File: config.mk
export PLATFORM = sky130hd
export DESIGN_NAME = wbs_sdram_model_ack_pipe
export DESIGN_NICKNAME = d
export VERILOG_FILES = /design/src/rtl/wbs_sdram_model_ack_pipe.sv
export SDC_FILE = /design/constraint.sdc
export NUM_CORES = 1
export LEC_CHECK = 0
export CORE_MARGIN = 2
export CORE_UTILIZATION = 45
export DETAILED_ROUTE_END_ITERATION = 8
export PLACE_DENSITY = 0.7
export SYNTH_ARGS = -nofsm -noshare
export SYNTH_HDL_FRONTEND = slang
export SYNTH_SLANG_ARGS = --single-unit
File: constraint.sdc
create_clock -name clk -period 0.8 [get_ports clk]
set_input_delay 0.08 -clock clk [delete_from_list [all_inputs] [get_ports clk]]
set_output_delay 0.08 -clock clk [all_outputs]
set_load 0.005 [all_outputs]
File: src/rtl/wbs_sdram_model_ack_pipe.sv
// rtl/wbs_sdram_model_ack_pipe.sv - fixed-latency delay line of {valid, read data} with synchronous flush
module wbs_sdram_model_ack_pipe #(
  parameter int LATENCY = 4,
  parameter int DATA_W  = 16
) (
  input  logic              clk,
  input  logic              reset,
  input  logic              flush,
  input  logic              in_valid,
  input  logic [DATA_W-1:0] in_data,
  output logic              out_valid,
  output logic [DATA_W-1:0] out_data
);

  logic [LATENCY-1:0] valid_q;
  logic [DATA_W-1:0]  data_q [LATENCY];

  // Flush only kills the valid bits; stale data is masked downstream by the valid.
  always_ff @(posedge clk) begin
    if (reset) begin
      valid_q <= '0;
      for (int i = 0; i < LATENCY; i++) begin
        data_q[i] <= '0;
      end
    end else begin
      valid_q[0] <= in_valid & ~flush;
      data_q[0]  <= in_data;
      for (int i = 1; i < LATENCY; i++) begin
        valid_q[i] <= valid_q[i-1] & ~flush;
        data_q[i]  <= data_q[i-1];
      end
    end
  end

  assign out_valid = valid_q[LATENCY-1];
  assign out_data  = data_q[LATENCY-1];

endmodule

* Yosys cells after proc, flatten, opt, wreduce, memory -nomap -nowiden
Memory sizes are Yosys's and may differ from the RTL's.
Index checks and enable logic that the tools add are counted.
** Operators by class
- Muxes and demuxes :: 7
- Bitwise logic cells :: 9
** Operator list (number)
- 16-bit 2-to-1 mux :: 4
- 1-bit AND :: 4
- 1-bit bitwise OR :: 4
- 1-bit 2-to-1 mux :: 3
- 1-bit inverter :: 1
** Storage, ports and cells
- RAM bits :: 64
- Logic and storage cells :: 18
- Register bits :: 4
- Bits of input ports :: 20
- Output and inout bits :: 17
- Memories kept :: 1
** Memories
- data_q :: depth 4, bits a word 16, read ports 4, clocked after memory_dff 0, write ports 4, line 16 : logic [DATA_W-1:0] data_q [LATENCY];

* Logic depth before layout (Yosys ltp)
- Depth in word-level cells :: 3
- Depth in mapped cells :: 3
- Gate-level depth less buffers :: 1

* Worst setup path before layout
Ideal clock, no wire load.
- Path type :: reg2reg
- Start :: register valid_q[0]
- End :: register valid_q[1]
- Setup slack :: 297 ps
- Stages on the path, launching flop included :: 2
- Arrival :: 384 ps
- Path buffers :: 0
- Clock period less this slack :: 503 ps
- Data required time :: 681 ps
- Setup time :: 119 ps
- Cell sequence :: dfxtp_1 > nor3b_1
** On the way
- Word-level cells in the longest chain between the ends :: 1
** RTL lines
- from (decl) :: line 15 : logic [LATENCY-1:0] valid_q;
- from (signal assigned) :: line 26 : valid_q[0] <= in_valid & ~flush;
- from (signal, indexed assignment) :: line 29 : valid_q[i] <= valid_q[i-1] & ~flush;
- 1-bit AND :: line 29
Every way passes these cells.
A chain may end at the register's enable or synchronous reset.

* Worst setup path in the final report
- Start :: register valid_q[3]
- End :: output port out_valid
** RTL lines
- to (decl) :: line 11 : output logic out_valid,
No word-level cell between the ends.

==> metrics.txt <==
Critical Path Source Type flip-flop; Cell Chain, Critical Path buf_2; post-layout util 60.05%; PwrDens 2818 nW/um^2; placed cells 224; Worst VDD drop 1440 uV; Max Buffers Root-to-Sink 2; DRC viols 0; Final Slew Violations 0; Via Count 944; CP Capture Type output port; first-pass GRT wire length around 3500 microns; Setup CP Type reg2out; Starting Density between 40% and 50%; diode count 0; Post-synth ARST share 0%; top cells by area, synth dfxtp_1 74%, nor2b_1 22%, nor3b_1 1.6%; area leader, netlist dfxtp_1; MaxCap Viol Count 0; worst slack, placed -68.46 ps; Total Routed Length 2206 microns; hold_ws ~23 ps; CTS Root Cell clkbuf_8; nets 205; failing checks negative setup slack; hold_buf cts 0; mapped cell area 1842 sq um; slowest cell on the critical path dfxtp_2; top cell type's share of synthesized area 73.91%; Synthesis Warnings 0; Die Span X 67.98 microns; Worst EP required 720 ps; RSZ-0062 raised after global routing true; P_leak 0.9912 nW; slowest stage delay, CP 310 ps; number of port buffers 36; Total Power 0.006720 W; clock sink count 68; drt pass-1 iters 4; largest fanout on the critical path 1; CP arrival 760 ps; Final Setup Violations 17; CP top delay family flip-flops; DPL Wire Length 1330 microns; IO Pins 37; GRT Overall Usage around 12%; P&R area growth vs syn 29.48%; status finished, violations left; vias per cell between 3 and 4; Clk pin slew, worst setup/hold paths 70 ps; Iteration-0 DRC Markers 39; top_reg_cell synth dfxtp_1; antenna violations before repair 0; cell count after synthesis 143; die height 67.98 microns; Hold Path Class in2reg; CTS buffer count 9; row cnt 23; EDFF count, synth 0; most common library cells after synthesis 68 x dfxtp_1, 64 x nor2b_1, 4 x buf_2, 4 x nor3b_1, 2 x buf_6; vias in the first global route 855; fin cells 240; Placer Congestion 0.6451; max_slew headroom 87.98%; largest net degree at the start of global routing 47; final number of hold-violating endpoints 0; die area ~4600 sq um; Period minus WS final 838.5 ps; core area 3971 sq um; most frequent cell after synthesis dfxtp_1; clock tree from TritonCTS built; Worst-Skew Late Latency 330 ps; period utilization 104.8%; Fillers 326; Final WS setup -38.47 ps; Post CTS Setup Buffer Count 0; Peak Freq 1.193 GHz; Worst Tran Pin Value 180.3 ps; Synthesized Nets around 160; total grt overflow 0; H-tree lvl count 3; Seq/Total Area, Yosys between 70% and 80%; DR WL/cell 9.192 microns; Routed Antenna Nets 0; fraction of layout cells with a size suffix above 1 20.00%; Synth Register Bits between 60 and 70; Synth cell types 6; WP buf/inv 1; clock skew 2.580 ps; Mapped Avg Cell Area 12.88 sq um
## cells by family after synthesis
kind of cell | synth area share (%)
DFF | 73.91
and+or+nand+nor | 23.37
buffers and inverters | 2.717
## metrics by stage
| step | area [sq um] | TNS, ps |
|---|---|---|
| 5_1_grt | 2385 | -1049 |
| 3_5_place_dp | 2237 | -1152 |
| 6_report | 2385 | -344.1 |
| 3_3_place_gp | 2237 | -873.2 |
| 2_1_floorplan | 1842 | 0 |
| 4_1_cts | 2371 | -743.0 |
## power breakdown
part           switching, W  leakage [nW]  internal (W)
Clock               0.00120         0.102       0.00175
Sequential        0.0000197         0.558       0.00350
Combinational     0.0000850         0.330      0.000161
## cells in the final DEF, fill, tap and decap left out, drive strengths merged
cell / instances
buf: 20
nor2b: 64
clkbuf: 10
clkinvlp: 2
bufinv: 2
dfxtp: 68
clkdlybuf4s50: 18
clkinv: 2
nor3b: 4
## final timing paths
check	start	end	slack (ps)	cells after the start
worst max register to register	valid_q[1]$_SDFF_PP0_	valid_q[2]$_SDFF_PP0_	240	1
worst max-delay path	valid_q[3]$_SDFF_PP0_	out_valid	-40	1
worst min register to register	data_q[0][14]$_SDFF_PP0_	data_q[1][14]$_SDFF_PP0_	430	1
worst min-delay path	reset	valid_q[3]$_SDFF_PP0_	20	2
## final cells by class
cell class,instances,area (sq um),share of cell area [%]
Multi-Input combinational cell,68,430.4,18.05
Timing Repair Buffer,38,310.3,13.01
Sequential cell,68,1365,57.24
Tap cell,50,62.56,2.623
Clock buffer,10,127.6,5.351
Clock inverter,6,88.84,3.725
## layer usage
layer / GRT usage (%) / vias up / share of wire (%)
met5: 0 / - / 0
met3: 6.908 / 8 / 9.0
met1: 10.65 / 392 / 42
met2: 17.35 / 31 / 45
met4: 11.25 / 0 / 3.6
li1: - / 513 / -
## state kept, by name, summed over array words and instances (netlist names)
signal	flops
valid_q	4
data_q	64
## timing repair
item	in CTS	in global routing
endpoints found under the hold margin	0	0
resized for setup	68	3
setup endpoints to repair	17	17
Note: power is estimated with default switching activity, not from simulation.
